## src/rtl/seg_display_mux_pkg.sv

```systemverilog
// Shared glyph constants, converter FSM encodings and helpers for the
// multiplexed seven-segment display driver.
package seg_pkg;

    typedef logic [3:0] bcd_nibble_t;

    // Active-low a..g patterns; bit 6 is segment g
    localparam logic [6:0] SEG_BLANK = 7'h7F;
    localparam logic [6:0] SEG_DASH  = 7'h3F;

    localparam logic [1:0] ST_IDLE   = 2'd0;
    localparam logic [1:0] ST_CONV   = 2'd1;
    localparam logic [1:0] ST_COMMIT = 2'd2;

    function automatic logic [6:0] seg_decode(input bcd_nibble_t nibble);
        logic [6:0] pattern;
        case (nibble)
            4'd0:    pattern = 7'h40;
            4'd1:    pattern = 7'h79;
            4'd2:    pattern = 7'h24;
            4'd3:    pattern = 7'h30;
            4'd4:    pattern = 7'h19;
            4'd5:    pattern = 7'h12;
            4'd6:    pattern = 7'h02;
            4'd7:    pattern = 7'h78;
            4'd8:    pattern = 7'h00;
            4'd9:    pattern = 7'h10;
            default: pattern = SEG_BLANK;
        endcase
        return pattern;
    endfunction

    function automatic logic [63:0] pow10(input int n);
        logic [63:0] result;
        result = 64'd1;
        for (int i = 0; i < n; i++) begin
            result = result * 64'd10;
        end
        return result;
    endfunction

endpackage

```

## src/rtl/seg_display_mux_if.sv

```systemverilog
// Numeric-source side of the display driver: value load strobe, display
// options and the registered segment/anode pins.
interface seg_display_mux_if #(
    parameter int N_DIGITS = 4,
    parameter int VAL_W    = 14
);
    logic [VAL_W-1:0]    value;
    logic                load;
    logic [N_DIGITS-1:0] dp;
    logic                blank_lz;
    logic                busy;
    logic                overflow;
    logic [7:0]          seg;
    logic [N_DIGITS-1:0] digit;

    modport master (
        output value, load, dp, blank_lz,
        input  busy, overflow, seg, digit
    );

    modport slave (
        input  value, load, dp, blank_lz,
        output busy, overflow, seg, digit
    );
endinterface

```

## src/rtl/seg_display_mux_bin2bcd.sv

```systemverilog
// Sequential double-dabble converter: one add-3/shift step per cycle, then a
// single COMMIT cycle during which done_o is high and bcd_o holds the result.
module bin2bcd_seq
    import seg_pkg::*;
#(
    parameter int VAL_W = 14,
    parameter int N_BCD = 5
) (
    input  logic               clk,
    input  logic               rst_n,
    input  logic               start_i,
    input  logic [VAL_W-1:0]   value_i,
    output logic               busy_o,
    output logic               done_o,
    output logic [4*N_BCD-1:0] bcd_o
);

    localparam int STEP_W = $clog2(VAL_W + 1);

    logic [1:0]         state_q, state_d;
    logic [VAL_W-1:0]   shift_q, shift_d;
    logic [4*N_BCD-1:0] acc_q, acc_d;
    logic [4*N_BCD-1:0] adjusted;
    logic [STEP_W-1:0]  step_q, step_d;

    always_comb begin
        adjusted = acc_q;
        for (int i = 0; i < N_BCD; i++) begin
            if (acc_q[4*i +: 4] >= 4'd5) begin
                adjusted[4*i +: 4] = acc_q[4*i +: 4] + 4'd3;
            end
        end
    end

    always_comb begin
        state_d = state_q;
        shift_d = shift_q;
        acc_d   = acc_q;
        step_d  = step_q;
        case (state_q)
            ST_IDLE: begin
                if (start_i) begin
                    shift_d = value_i;
                    acc_d   = '0;
                    step_d  = '0;
                    state_d = ST_CONV;
                end
            end
            ST_CONV: begin
                // The dropped top bit is always zero because N_BCD has a spare nibble
                acc_d   = (4*N_BCD)'({adjusted, shift_q[VAL_W-1]});
                shift_d = shift_q << 1;
                step_d  = step_q + 1'b1;
                if (step_q == STEP_W'(VAL_W - 1)) begin
                    state_d = ST_COMMIT;
                end
            end
            ST_COMMIT: begin
                state_d = ST_IDLE;
            end
            default: begin
                state_d = ST_IDLE;
            end
        endcase
    end

    always_ff @(posedge clk or negedge rst_n) begin
        if (!rst_n) begin
            state_q <= ST_IDLE;
            shift_q <= '0;
            acc_q   <= '0;
            step_q  <= '0;
        end else begin
            state_q <= state_d;
            shift_q <= shift_d;
            acc_q   <= acc_d;
            step_q  <= step_d;
        end
    end

    assign busy_o = (state_q != ST_IDLE);
    assign done_o = (state_q == ST_COMMIT);
    assign bcd_o  = acc_q;

endmodule

```

## src/rtl/seg_display_mux.sv

```systemverilog
// Multiplexed seven-segment driver: captures a binary value, converts it to BCD
// in the background and scans N active-low common-anode digits.
module seg_display_mux
    import seg_pkg::*;
#(
    parameter int N_DIGITS = 4,
    parameter int VAL_W    = 14,
    parameter int DIV      = 2500
) (
    input  logic clk,
    input  logic rst_n,
    seg_display_mux_if.slave bus
);

    localparam int          DIV_W     = (DIV > 1) ? $clog2(DIV) : 1;
    localparam int          IDX_W     = (N_DIGITS > 1) ? $clog2(N_DIGITS) : 1;
    localparam logic [63:0] OVF_LIMIT = pow10(N_DIGITS);

    logic                    start;
    logic                    convBusy;
    logic                    convDone;
    logic [4*N_DIGITS+3:0]   bcd;

    logic                    ovfPend_q, ovfPend_d;
    logic                    overflow_q, overflow_d;
    logic [4*N_DIGITS-1:0]   disp_q, disp_d;

    logic [DIV_W-1:0]        div_q, div_d;
    logic                    tick;
    logic [IDX_W-1:0]        idx_q, idx_d, idxNext;
    logic [7:0]              seg_q, seg_d;
    logic [N_DIGITS-1:0]     digit_q, digit_d;
    logic [7:0]              glyph [N_DIGITS];

    assign start = bus.load & ~convBusy;

    bin2bcd_seq #(
        .VAL_W (VAL_W),
        .N_BCD (N_DIGITS + 1)
    ) u_conv (
        .clk     (clk),
        .rst_n   (rst_n),
        .start_i (start),
        .value_i (bus.value),
        .busy_o  (convBusy),
        .done_o  (convDone),
        .bcd_o   (bcd)
    );

    // The spare nibble can only be non-zero when the capture compare already flagged overflow
    always_comb begin
        ovfPend_d  = ovfPend_q;
        overflow_d = overflow_q;
        disp_d     = disp_q;
        if (start) begin
            ovfPend_d = (64'(bus.value) >= OVF_LIMIT);
        end
        if (convDone) begin
            disp_d     = bcd[4*N_DIGITS-1:0];
            overflow_d = ovfPend_q | (bcd[4*N_DIGITS +: 4] != 4'd0);
        end
    end

    // A digit is a leading zero when it and every digit to its left are zero
    always_comb begin
        logic        allZero;
        bcd_nibble_t nib;
        logic [6:0]  body;
        allZero = 1'b1;
        nib     = '0;
        body    = SEG_BLANK;
        for (int i = N_DIGITS - 1; i >= 0; i--) begin
            nib     = disp_q[4*i +: 4];
            allZero = allZero & (nib == 4'd0);
            if (overflow_q) begin
                body = SEG_DASH;
            end else if (bus.blank_lz && allZero && (i > 0)) begin
                body = SEG_BLANK;
            end else begin
                body = seg_decode(nib);
            end
            glyph[i] = {~bus.dp[i], body};
        end
    end

    assign tick    = (div_q == DIV_W'(DIV - 1));
    assign idxNext = (idx_q == IDX_W'(N_DIGITS - 1)) ? '0 : idx_q + 1'b1;

    always_comb begin
        div_d   = tick ? '0 : div_q + 1'b1;
        idx_d   = idx_q;
        seg_d   = seg_q;
        digit_d = digit_q;
        if (tick) begin
            idx_d   = idxNext;
            seg_d   = glyph[idxNext];
            digit_d = ~(N_DIGITS'(1) << idxNext);
        end
    end

    always_ff @(posedge clk or negedge rst_n) begin
        if (!rst_n) begin
            ovfPend_q  <= 1'b0;
            overflow_q <= 1'b0;
            disp_q     <= '0;
            div_q      <= '0;
            idx_q      <= '0;
            seg_q      <= 8'hFF;
            digit_q    <= '1;
        end else begin
            ovfPend_q  <= ovfPend_d;
            overflow_q <= overflow_d;
            disp_q     <= disp_d;
            div_q      <= div_d;
            idx_q      <= idx_d;
            seg_q      <= seg_d;
            digit_q    <= digit_d;
        end
    end

    assign bus.busy     = convBusy;
    assign bus.overflow = overflow_q;
    assign bus.seg      = seg_q;
    assign bus.digit    = digit_q;

endmodule

```

## src/flat_wrapper.sv

```systemverilog
// flat-port wrapper written by rule: the top's interface ports become plain ports
module seg_display_mux_flat import seg_pkg::*;
#(
    parameter int N_DIGITS = 4,
    parameter int VAL_W    = 14,
    parameter int DIV      = 2500
)
  (clk, rst_n, bus_value, bus_load, bus_dp, bus_blank_lz, bus_busy, bus_overflow, bus_seg, bus_digit);
  seg_display_mux_if #(.N_DIGITS(N_DIGITS), .VAL_W(VAL_W)) bus_i ();
  input  logic clk;
  input  logic rst_n;
  input wire logic [$bits(bus_i.value)-1:0] bus_value;
  input wire logic [$bits(bus_i.load)-1:0] bus_load;
  input wire logic [$bits(bus_i.dp)-1:0] bus_dp;
  input wire logic [$bits(bus_i.blank_lz)-1:0] bus_blank_lz;
  output wire logic [$bits(bus_i.busy)-1:0] bus_busy;
  output wire logic [$bits(bus_i.overflow)-1:0] bus_overflow;
  output wire logic [$bits(bus_i.seg)-1:0] bus_seg;
  output wire logic [$bits(bus_i.digit)-1:0] bus_digit;
  assign bus_i.value = bus_value;
  assign bus_i.load = bus_load;
  assign bus_i.dp = bus_dp;
  assign bus_i.blank_lz = bus_blank_lz;
  assign bus_busy = bus_i.busy;
  assign bus_overflow = bus_i.overflow;
  assign bus_seg = bus_i.seg;
  assign bus_digit = bus_i.digit;
  seg_display_mux #(.N_DIGITS(N_DIGITS), .VAL_W(VAL_W), .DIV(DIV)) u_core (.clk(clk), .rst_n(rst_n), .bus(bus_i));
endmodule
```

## config.mk

```make
export PLATFORM = sky130hd
export DESIGN_NAME = seg_display_mux_flat
export DESIGN_NICKNAME = d
export VERILOG_FILES = /design/src/rtl/seg_display_mux_pkg.sv /design/src/rtl/seg_display_mux_if.sv /design/src/rtl/seg_display_mux_bin2bcd.sv /design/src/rtl/seg_display_mux.sv /design/src/flat_wrapper.sv
export SDC_FILE = /design/constraint.sdc
export NUM_CORES = 1
export LEC_CHECK = 0
export BUFFER_PORTS_ARGS = -buffer_cell sky130_fd_sc_hd__buf_2
export CORE_ASPECT_RATIO = 1.75
export CORE_MARGIN = 4
export CORE_UTILIZATION = 30
export DETAILED_ROUTE_END_ITERATION = 8
export HOLD_SLACK_MARGIN = 0.02
export PLACE_DENSITY = 0.5
export SYNTH_ARGS = -nofsm -noshare
export SYNTH_HDL_FRONTEND = slang
export SYNTH_SLANG_ARGS = --single-unit
```

## constraint.sdc

```tcl
create_clock -name clk -period 6.42 [get_ports clk]
set_input_delay 0 -clock clk [delete_from_list [all_inputs] [get_ports clk]]
set_output_delay 0 -clock clk [all_outputs]
set_load 0.02 [all_outputs]
```

# Yosys cells after proc, flatten, opt, wreduce, memory -nomap -nowiden
# Memories as Yosys holds them, arrays and structs flattened.
# Cells that the tools add are included.
dict set report totals {
  register_bits 84
  romBits 448
  inputBits 22
  output_inout_bits 14
  wordCells 87
  memories 4
}
dict set report op_classes {
  add_sub_neg 8
  order_cmp 7
  n_eq_ne 7
  n_shift 1
  n_mux 26
  n_bitwise 11
  reduce_logical 12
}
# memory depth width rd rd_clocked_by_memory_dff wr line
set mem_list {}
lappend mem_list {{(no name shown)} 16 7 1 0 0 seg_display_mux_pkg.sv:17} ;# case (nibble)
lappend mem_list {{(no name shown)} 16 7 1 0 0 seg_display_mux_pkg.sv:17}
lappend mem_list {{(no name shown)} 16 7 1 0 0 seg_display_mux_pkg.sv:17}
lappend mem_list {{(no name shown)} 16 7 1 0 0 seg_display_mux_pkg.sv:17}
# operator n
set ops {}
lappend ops {{$mux 7} 7}
lappend ops {{$pmux 20 s2} 1}
lappend ops {{$pmux 14 s2} 1}
lappend ops {{$ge 4x3->1 const B} 5}
lappend ops {{$mux 20} 1}
lappend ops {{$mux 4} 5}
lappend ops {{$add 4x2->4 const B} 4}
lappend ops {{$bmux 8 s2} 1}
lappend ops {{$mux 8} 2}
lappend ops {{$ge 14x14->1 const B} 1}
lappend ops {{$mux 14} 1}
lappend ops {{$add 12x1->12 const B} 1}
lappend ops {{$eq 12x12->1 const B} 1}
lappend ops {{$logic_not 4->1} 3}
lappend ops {{$mux 12} 1}
lappend ops {{$pmux 4 s2} 1}
lappend ops {{$mux 2} 3}
lappend ops {{$not 1->1} 5}
lappend ops {{$add 4x1->4 const B} 1}
lappend ops {{$eq 2x2->1 const B} 2}
lappend ops {{$eq 4x4->1 const B} 1}
lappend ops {{$not 4->4} 1}
lappend ops {{$pmux 2 s2} 1}
lappend ops {{$reduce_and 2->1} 2}
lappend ops {{15 further kinds} 20}

# Logic depth before layout (Yosys ltp)
# Gate-level depths: netlist of run 1.
dict set report depth {
  depth_word 9
  depth_mapped 8
  ltp_nobuf 7
}

# Cells and area by module
# From an unflattened synthesis of run 1, not the netlist that was laid out.
dict set report hier_totals {
  cells_unflattened 554
  area_unflattened_um2 5313.8
}
# mod instances cells_each area_each_um2
set modules_own_cells {}
lappend modules_own_cells {seg_display_mux 1 327 2944.1}
lappend modules_own_cells {bin2bcd_seq 1 227 2369.8}

# Least setup slack after synthesis of run 1
# OpenSTA, ideal clock, no wires.
dict set report synth_path {
  kind {register to register}
  from {register u_core.disp_q[9]}
  to {register u_core.seg_q[0] (netlist: u_core.bus.seg[0])}
  setup_ns 0.077
  arrival_ns 2.177
  slack_ns 4.166
  path_stages_with_launch 8
  path_buffers 0
  path_cell_list {dfrtp_1 -> inv_1 -> ha_1 -> or3b_4 -> or4b_4 -> and3_4 -> a221o_1 -> a31oi_1}
}
dict set report synth_via {
  elab_chain_len 9
  elab_cells_between_ends 13
  cone_classes {7 x mux; 2 x bitwise; 3 x reduce/logical; 1 x memory}
}
# element line
set synth_lines {}
lappend synth_lines {{start: declaration} seg_display_mux.sv:26} ;# logic [4*N_DIGITS-1:0] disp_q, disp_d;
lappend synth_lines {{start signal: assignment} seg_display_mux.sv:113} ;# disp_q <= disp_d;
lappend synth_lines {{branches (longest 6 deep; another with $mem_v2 16x7)} n/a}
lappend synth_lines {{$bmux 8 s2 (*)} seg_display_mux.sv:96} ;# seg_d = glyph[idxNext];
lappend synth_lines {{$mux 8 (not written as such) (*) (2 in series)} seg_display_mux.sv:96}
lappend synth_lines {{end signal: assignment} seg_display_mux.sv:116} ;# seg_q <= seg_d;
lappend synth_lines {{end: declaration} seg_display_mux.sv:31} ;# logic [7:0] seg_q, seg_d;
# Every way passes the cells marked *. The select of a mux whose other input is x is not followed.
# A chain may end at the register's enable or synchronous reset.

# Worst setup path in the final report of run 1
dict set report layout_path {
  from {register u_core.div_q[0]}
  to {register u_core.seg_q[3] (netlist: u_core.bus.seg[3])}
}
dict set report layout_via {
  elab_chain_len 1
}
# element line
set layout_lines {}
lappend layout_lines {{start: declaration} seg_display_mux.sv:28} ;# logic [DIV_W-1:0] div_q, div_d;
lappend layout_lines {{start signal: assignment} seg_display_mux.sv:114} ;# div_q <= div_d;
lappend layout_lines {{$eq 12x12->1} seg_display_mux.sv:86} ;# assign tick = (div_q == DIV_W'(DIV - 1));
# Every way passes these cells.

==> metrics.md, run 1 <==
| Metric | Value |
|---|---|
| Run status | `complete, no violations` |
| Layer carrying the most global-route usage | `met2` |
| Maximum root-to-sink buffer count | `2` |
| Data required, critical path | `between 6 and 7 ns` |
| Final hold vios | `0` |
| Main flop type after synthesis | `dfrtp_1` |
| Cell area after synthesis | `4830 um^2` |
| Avg Synthesized Cell Area | `9.32 um^2` |
| Final #Nets | `619` |
| Post-detailed-placement cell area | `5160 um^2` |
| Gp weighted congestion | `0.864` |
| Final setup skew | `0.00565 ns` |
| Cell Chain, Critical Path | `ha_1 -> or4b_2 -> or3_1 -> a2111oi_0 -> nor3_1` |
| Number of levels in the clock H-tree | `3` |
| Total of warnings raised by yosys | `0` |
| PostCTS Resize Cnt | `0` |
| Number of distinct library cells after synthesis | `between 50 and 60` |
| Total wire length | `roughly 11 mm` |
| Pin count of the biggest net entering global routing | `67` |
| Critical Path Fanout Max | `19` |
| Number of antenna-violating nets in the routed design | `0` |
| Met3 track utilization from global routing | `0.0254` |
| Total power per unit cell area | `between 300 and 400 nW/um^2` |
| Area of all placed cells without fillers | `5660 um^2` |
| Chip Width | `104 um` |
| Via-per-instance ratio | `5.07` |
| Drt wl/cell | `14.1 um` |
| Largest stage delay on the critical path | `0.61 ns` |
| Die ar. | `18300 um^2` |
| Share of the cycle needed by the critical path after routing | `0.390` |
| Syn Inst Count | `518` |
| Kind of capture point of the worst setup path | `flop` |
| Worst-path clk slew | `0.07 ns` |
| Antenna violations before repair | `0` |
| First-pass iteration count of the detailed router | `4` |
| Critical path launch point type | `flop` |
| Met1 demand-to-capacity share in global routing | `0.135` |
| Number of synthesized flops with an enable pin | `0` |
| Filler cells | `1577` |
| Setup repair after global routing missed its margin | `no` |
| Max rail drop VDD | `~0.17 mV` |
| Number of max-cap violations | `0` |
| Cell type of the slowest stage on the worst timing path | `or4b_2` |
| Time the worst path needs with I/O delays and setup | `2.50 ns` |
| Class of the most critical setup path | `reg2reg` |
| Via count of the first global-routing pass | `3874` |
| Clock root cell | `clkbuf_16` |
| Growth of design area from synthesis to finish | `17.3%` |
| Total core area | `15900 um^2` |
| Remaining max-slew budget at the tightest pin | `0.417` |
| Starting density of the core | `0.304` |
| Clock latency at the later pin of the worst-skew pair | `0.34 ns` |
| Nets in the synthesized netlist | `579` |
| Transition at the pin with the smallest max-transition slack | `roughly 0.87 ns` |
| DRC viols | `0` |
| HPWL after detailed placement | `between 7 and 8 mm` |
| Buf/Inv on CP | `0` |
| Arrival time worst endpoint | `2.75 ns` |
| Total via count after detailed routing | `roughly 3800` |
| 1st-iter DRT viols | `114` |
| CTS tree | `done` |
| Top-level I/O count | `36` |
| Placement row count | `61` |
| Fmax | `399 MHz` |
| Accumulated negative setup slack | `0 ns` |
| Share of post-route cells with drive strength above 1 | `0.155` |
| Family of cells with the greatest summed delay on the critical path | `simple AND/OR/NAND/NOR gates` |
| Number of buffers inserted by port buffering | `35` |
| Sinks on the clock net | `84` |
| Total clock buffers created by CTS | `9` |
| Global router's overall resource usage | `0.122` |
| Static power due to leakage | `~2.5 nW` |
| Fraction of registers with async set or reset after synthesis | `1.00` |
| Synthesis-stage register bit count | `between 80 and 90` |
| Die Y-Extent | `176 um` |
| Max-slew violation count | `0` |
| Final setup fails | `0` |
| Antenna Diode Count | `0` |
| Portion of the post-synthesis area used by sequential elements | `0.438` |
| Global-route wire length before repair | `approximately 18 mm` |
| Met2 routing resource usage after global routing | `0.227` |
| Min-Delay Path Class | `in2async` |
| Aggregate global routing overflow | `0` |
cell families (layout without fill, tap and decap cells):
kind of cell               count (synthesis)  in the layout  share of synthesized area
and+or+nand+nor                          173            173                      0.174
xor gates and xnor gates                  19             19                     0.0345
DFF                                       84             84                      0.438
adders and majority gates                 39             39                      0.101
AOI/OAI and AO/OA                        134            134                      0.174
buffers and inverters                     56            101                     0.0459
muxes                                     13             13                     0.0319
layout make-up:
type	instances	area, um^2	area share
flip-flops and latches	84	2120	0.374
multi-input cells	378	2490	0.440
well taps	189	236	0.0418
clock inverters	5	85.1	0.0150
clock buffers	11	243	0.0429
inverters	28	105	0.0186
repair buffers	57	385	0.0681
state kept, by name, indices dropped and copies added, names as in the netlist, 4 cells and up:
signal,count
u_core.bus.digit,4
u_core.bus.seg,8
u_core.disp_q,16
u_core.div_q,12
u_core.u_conv.bcd_o,20
u_core.u_conv.shift_q,14
u_core.u_conv.step_q,4
cells in the mapped netlist (all sizes together) (10+ instances only):
| cell type | count | area [um^2] |
|---|---|---|
| dfrtp | 72 | 1800 |
| nor2 | 57 | 214 |
| o21ai | 49 | 245 |
| nand2 | 42 | 158 |
| ha | 39 | 488 |
| inv | 28 | 105 |
| a21oi | 24 | 120 |
| nand3 | 24 | 120 |
| clkbuf | 23 | 86.3 |
| o22ai | 15 | 93.8 |
| dfstp | 12 | 315 |
| nand2b | 12 | 75.1 |
| xnor2 | 12 | 105 |
| nor2b | 10 | 62.6 |
layout by cell type (no fill, tap or decap), types with 15 or more instances in the layout:
cell type	netlist	final
o22ai_1	15	15
inv_1	28	28
dfrtp_1	72	72
o21ai_0	49	49
dlygate4sd3_1	0	17
nor2_1	57	57
nand2_1	42	42
ha_1	39	39
buf_2	3	34
nand3_1	24	24
a21oi_1	24	24
report_power, final:
group          internal (mW)  total (mW)  switching [mW]
Clock                  0.353       0.569           0.216
Sequential             0.678       0.833           0.155
Combinational          0.333       0.767           0.434
per-stage QoR:
stage | setup WS [ns] | utilization | instances | hold slack, ns | total power, mW
2_1_floorplan | 4.17 | - | 518 | -0.296 | 1.41
3_3_place_gp | 4.01 | 0.325 | 719 | -0.114 | 1.59
3_5_place_dp | 3.91 | 0.325 | 719 | -0.113 | 1.61
4_1_cts | 3.90 | 0.357 | 752 | 0.0597 | 2.20
5_1_grt | 3.72 | 0.357 | 752 | 0.0863 | 2.35
6_report | 3.92 | 0.357 | 752 | 0.0647 | 2.17
worst paths after layout:
| kind | cells past startpoint | from | slack, ns | end |
|---|---|---|---|---|
| min | 2 | rst_n | 0.06 | u_core.div_q[7] |
| max | 5 | u_core.div_q[0] | 3.92 | u_core.bus.seg[3] |
| max in group asynchronous | 3 | rst_n | 5.22 | u_core.disp_q[13] |
| max reg2reg | 5 | u_core.div_q[0] | 3.92 | u_core.bus.seg[3] |
| min in group clk | 4 | bus_load | 0.19 | u_core.u_conv.state_q[0] |
| min reg2reg | 2 | u_core.bus.seg[1] | 0.47 | u_core.bus.seg[1] |
metal layers:
| layer | up-vias | wire length, um |
|---|---|---|
| li1 | 1899 | - |
| met1 | 1831 | 4520 |
| met2 | 66 | 5560 |
| met3 | 17 | 334 |
| met4 | 0 | 216 |
| met5 | - | 0 |
what timing repair did:
action,CTS,global route
setup buffers,0,0
hold endpoints to repair,34,0
hold buffers,17,0
(Power assumes the default switching activity.)
==> run 2: changes to the inputs <==
Clock period 6.42 ns to 2.4 ns, I/O delays scaled along.
==> metrics.md, run 2 (same netlist as run 1, synthesis figures left out) <==
| Metric | Value |
|---|---|
| Antenna violations before repair | `0` |
| Die Y-Extent | `176 um` |
| Setup repair after global routing missed its margin | `no` |
| NetSw | `2.16 mW` |
| Number of max-cap violations | `0` |
| Max-slew violation count | `0` |
| Chip Width | `104 um` |
| Total core area | `15900 um^2` |
| Setup slack, reg-to-reg | `0.09 ns` |
| Max rail drop VDD | `0.639 mV` |
| Critical path launch point type | `flop` |
| Cell count of the worst reg-to-reg path | `7` |
| Global router's overall resource usage | `0.123` |
| Drt wl/cell | `14.2 um` |
| Fmax | `roughly 430 MHz` |
| Sinks on the clock net | `84` |
| First-pass iteration count of the detailed router | `4` |
| Min-Delay Path Class | `in2reg` |
| Number of antenna-violating nets in the routed design | `0` |
| Accumulated negative setup slack | `0 ns` |
| Maximum root-to-sink buffer count | `2` |
| Proportion of total power due to net switching | `0.381` |
| Die ar. | `approximately 18000 um^2` |
| Total power | `5.65 mW` |
| Growth of design area from synthesis to finish | `19.0%` |
| Static power due to leakage | `between 2 and 2.5 nW` |
| Class of the most critical setup path | `reg2reg` |
| Fraction of power consumed by the clock network | `0.228` |
| Final #Nets | `632` |
| Total power per unit cell area | `just under 1000 nW/um^2` |
| Fraction of power consumed by sequential logic | `0.384` |
| Dpl ws | `0.0546 ns` |
| Aggregate global routing overflow | `0` |
| Total via count after detailed routing | `3824` |
| Share of post-route cells with drive strength above 1 | `0.177` |
| Comb power frac | `0.388` |
| Final setup skew | `0.00754 ns` |
| DRC viols | `0` |
| Post-detailed-placement cell area | `5270 um^2` |
| Run status | `complete, no violations` |
| Number of levels in the clock H-tree | `3` |
| Antenna Diode Count | `0` |
| 1st-iter DRT viols | `between 150 and 200` |
| Clock latency at the later pin of the worst-skew pair | `~0.34 ns` |
| Critical Path Fanout Max | `5` |
| Area of all placed cells without fillers | `between 5000 and 6000 um^2` |
| Pin count of the biggest net entering global routing | `54` |
| Count of cells along the worst hold path | `4` |
| Starting density of the core | `0.304` |
| Number of flip-flops in the largest register | `20` |
| Kind of capture point of the worst setup path | `flop` |
| Share of the cycle needed by the critical path after routing | `0.963` |
| Total clock buffers created by CTS | `9` |
| Number of buffers inserted by port buffering | `35` |
| Final core utilization | `0.362` |
| Top-level I/O count | `36` |
| Final worst-path setup slack | `0.0898 ns` |
| Total wire length | `10.8 mm` |
| Final hold vios | `0` |
| Pint | `3.50 mW` |
| Remaining max-slew budget at the tightest pin | `0.625` |
| Clock root cell | `clkbuf_16` |
| Leading cell types in the layout, fill and taps excluded | `dfrtp_1 (72), nor2_1 (57), o21ai_0 (49), nand2_1 (42), ha_1 (39)` |
| Transition at the pin with the smallest max-transition slack | `0.562 ns` |
| CTS tree | `done` |
| Worst-path clk slew | `0.06 ns` |
| Gp weighted congestion | `0.844` |
| Arrival time worst endpoint | `2.57 ns` |
| Final setup fails | `0` |
| Via-per-instance ratio | `5.00` |
| Placement row count | `61` |
| Time the worst path needs with I/O delays and setup | `2.31 ns` |
| Global-route wire length before repair | `18.5 mm` |
| Most frequent standard cell in the layout excluding fill and tap cells | `dfrtp_1` |
| Data required, critical path | `2.66 ns` |
| Via count of the first global-routing pass | `3871` |
| HPWL after detailed placement | `about 8 mm` |
-- run 2: worst max-delay path, cell delays in order (launching register included) --
cell and delay (ns):
dfrtp_1 0.42, inv_1 0.09, ha_1 0.16, or3b_4 0.39, or4b_4 0.52, and3_4 0.20, a221o_1 0.32, a31oi_1 0.14
-- run 2: through the flow --
stage	hold slack, ns	std cells
after global routing	0.219	765
after detailed placement	0.0318	730
final	0.175	765
after global placement	0.0206	730
after floorplan	-0.296	518
after CTS	0.162	763
-- run 2: final timing paths --
path	start	end
max reg2reg	u_core.disp_q[9]	u_core.bus.seg[0]
min in group asynchronous	rst_n	u_core.div_q[7]
min reg2reg	u_core.bus.digit[1]	u_core.bus.digit[1]
min	bus_load	u_core.u_conv.state_q[0]
max	u_core.disp_q[9]	u_core.bus.seg[0]
max in group asynchronous	rst_n	u_core.u_conv.bcd_o[13]
-- run 2: cell type report --
type / count / area [um^2]
clock buffers: 10 / 239
clock inverters: 6 / 40.0
fillers: 1609 / 10100
inverters: 28 / 105
multi-input cells: 378 / 2500
flip-flops and latches: 84 / 2120
well taps: 189 / 236
repair buffers: 70 / 508
-- run 2: power groups by stage --
stage	combinational [mW]	clock (mW)	sequential [mW]
detailed placement	2.18	0	2.20
global placement	2.13	0	2.18
floorplan	1.67	0	2.09
finish	2.19	1.29	2.17
CTS	2.21	1.35	2.18
global route	2.49	1.41	2.24
-- run 2: metal layers --
layer | global-route usage | vias up | part of all wire
met5 | 0 | - | 0
met4 | 0.0621 | 0 | 0.028
met3 | 0.0206 | 20 | 0.031
met2 | 0.226 | 67 | 0.52
met1 | 0.137 | 1812 | 0.42
li1 | - | 1925 | -
-- run 2: what timing repair did --
action                                  4_1_cts  5_1_grt
hold buffers                                 17        0
hold endpoints to repair                     45        0
gates resized for setup                       0        3
buffers inserted                              0        2
endpoints found under the setup margin        0        4
==> run 3: changes to the inputs <==
==> constraint.sdc (replaced) <==
create_clock -name clk -period 2.4 [get_ports clk]
set_input_delay 0.12 -clock clk [delete_from_list [all_inputs] [get_ports clk]]
set_output_delay 0.12 -clock clk [all_outputs]
set_load 0.02 [all_outputs]
==> metrics.md, run 3 (same netlist as run 1, synthesis figures left out) <==
| Metric | Value |
|---|---|
| Leading cell types in the layout, fill and taps excluded | `dfrtp_1 (72), nor2_1 (57), o21ai_0 (49), nand2_1 (42), ha_1 (38)` |
| Growth of design area from synthesis to finish | `16.6%` |
| Final setup skew | `just over 0.008 ns` |
| Most frequent standard cell in the layout excluding fill and tap cells | `dfrtp_1` |
| Share of the cycle needed by the critical path after routing | `0.984` |
| Pin count of the biggest net entering global routing | `65` |
| Total via count after detailed routing | `3807` |
| Number of flip-flops in the largest register | `20` |
| Total core area | `15900 um^2` |
| Proportion of total power due to net switching | `0.373` |
| Final std cells w/o fill | `749` |
| Met1 demand-to-capacity share in global routing | `0.140` |
| Kind of capture point of the worst setup path | `flop` |
| Accumulated negative setup slack | `0 ns` |
| 1st-iter DRT viols | `135` |
| Number of antenna-violating nets in the routed design | `0` |
| Top-level I/O count | `36` |
| Pint | `3.68 mW` |
| Max rail drop VDD | `~0.5 mV` |
| NetSw | `2.19 mW` |
| Antenna violations before repair | `0` |
| Max-slew violation count | `0` |
| Critical path launch point type | `flop` |
| Aggregate global routing overflow | `0` |
| Number of max-cap violations | `0` |
| Number of levels in the clock H-tree | `3` |
| Setup repair after global routing missed its margin | `yes` |
| Class of the most critical setup path | `reg2reg` |
| Total clock buffers created by CTS | `9` |
| Placement row count | `61` |
| Run status | `complete, no violations` |
| Arrival time worst endpoint | `roughly 2.6 ns` |
| Filler cells | `1637` |
| Antenna Diode Count | `0` |
| Total wire length | `10.6 mm` |
| Via count of the first global-routing pass | `3793` |
| HPWL after detailed placement | `between 7 and 8 mm` |
| Total power | `5.87 mW` |
| Chip Width | `104 um` |
| Fmax | `424 MHz` |
| Remaining max-slew budget at the tightest pin | `0.662` |
| Fraction of power consumed by sequential logic | `0.370` |
| Gp weighted congestion | `0.842` |
| Total power per unit cell area | `1040 nW/um^2` |
| Clock root cell | `clkbuf_16` |
| Time the worst path needs with I/O delays and setup | `2.36 ns` |
| Final core utilization | `0.355` |
| Met3 track utilization from global routing | `0.0287` |
| Drt wl/cell | `14.1 um` |
| Starting density of the core | `0.304` |
| Data required, critical path | `2.66 ns` |
| Clock latency at the later pin of the worst-skew pair | `around 0.34 ns` |
| Min-Delay Path Class | `in2reg` |
| Worst-path clk slew | `0.07 ns` |
| Final #Nets | `616` |
| Sinks on the clock net | `84` |
| Met2 routing resource usage after global routing | `0.214` |
| Die Y-Extent | `176 um` |
| Worst hold slack across all endpoints | `0.0360 ns` |
| Maximum root-to-sink buffer count | `2` |
| Die ar. | `approximately 18000 um^2` |
| Static power due to leakage | `2.46 nW` |
| Number of buffers inserted by port buffering | `35` |
| First-pass iteration count of the detailed router | `4` |
| Placed cell count | `730` |
| Via-per-instance ratio | `5.08` |
| Final hold vios | `0` |
| Global-route wire length before repair | `approximately 18 mm` |
| Fraction of power consumed by the clock network | `0.261` |
| Layer carrying the most global-route usage | `met2` |
| Transition at the pin with the smallest max-transition slack | `between 0.5 and 0.6 ns` |
| DRC viols | `0` |
| Critical Path Fanout Max | `5` |
| Share of post-route cells with drive strength above 1 | `0.180` |
| Final setup fails | `0` |
| Global router's overall resource usage | `0.120` |
| CTS tree | `done` |
| Comb power frac | `0.369` |
## run 3: worst max-delay path, stage by stage (launching register included)
cell	delay, ns
dfrtp_1	0.42
inv_1	0.10
ha_2	0.18
or3b_4	0.39
or4b_4	0.52
and3_4	0.20
a221o_1	0.32
a31oi_1	0.16
## run 3: final timing paths
| path | start | to | slack, ns | cells after the start |
|---|---|---|---|---|
| worst max-delay path | u_core.disp_q[9] | u_core.bus.seg[0] | 0.04 | 7 |
| worst min-delay path | bus_value[13] | u_core.u_conv.shift_q[13] | 0.04 | 3 |
| worst max register to register | u_core.disp_q[9] | u_core.bus.seg[0] | 0.04 | 7 |
| worst min register to register | u_core.bus.digit[0] | u_core.bus.digit[0] | 0.48 | 2 |
| max in group asynchronous | rst_n | u_core.disp_q[12] | 1.56 | 3 |
| min in group asynchronous | rst_n | u_core.div_q[10] | 0.21 | 2 |
## run 3: power by group through the flow
| stage | Clock, mW | Combinational, mW | Sequential (mW) |
|---|---|---|---|
| after CTS | 1.59 | 2.19 | 2.18 |
| after global routing | 1.67 | 2.47 | 2.24 |
| after detailed placement | 0 | 2.18 | 2.20 |
| after global placement | 0 | 2.13 | 2.18 |
| final | 1.53 | 2.16 | 2.17 |
| after floorplan | 0 | 1.67 | 2.09 |
## run 3: per-stage QoR
stage | setup slack (ns) | area (um^2)
5_1_grt | -0.0392 | 5630
3_5_place_dp | 0.0363 | 5270
2_1_floorplan | 0.146 | 4830
6_report | 0.0388 | 5630
4_1_cts | 0.0220 | 5620
3_3_place_gp | 0.123 | 5270
## run 3: layer usage
metal	part of all wire	up-vias
met5	0	-
li1	-	1894
met4	0.025	0
met3	0.037	15
met2	0.52	70
met1	0.42	1828
## run 3: what timing repair did
action,in CTS,in global routing
hold endpoints to repair,27,0
gates resized for setup,0,2
setup endpoints to repair,0,2
buffers inserted,0,1
hold buffers,2,0
## run 3: area by class of cell
type                    count  area [um^2]  share of cell area
clock buffers               9          225              0.0400
clock inverters             7          104              0.0184
inverters                  28          105              0.0187
multi-input cells         378         2490               0.443
flip-flops and latches     84         2120               0.376
well taps                 189          236              0.0420
repair buffers             54          350              0.0622
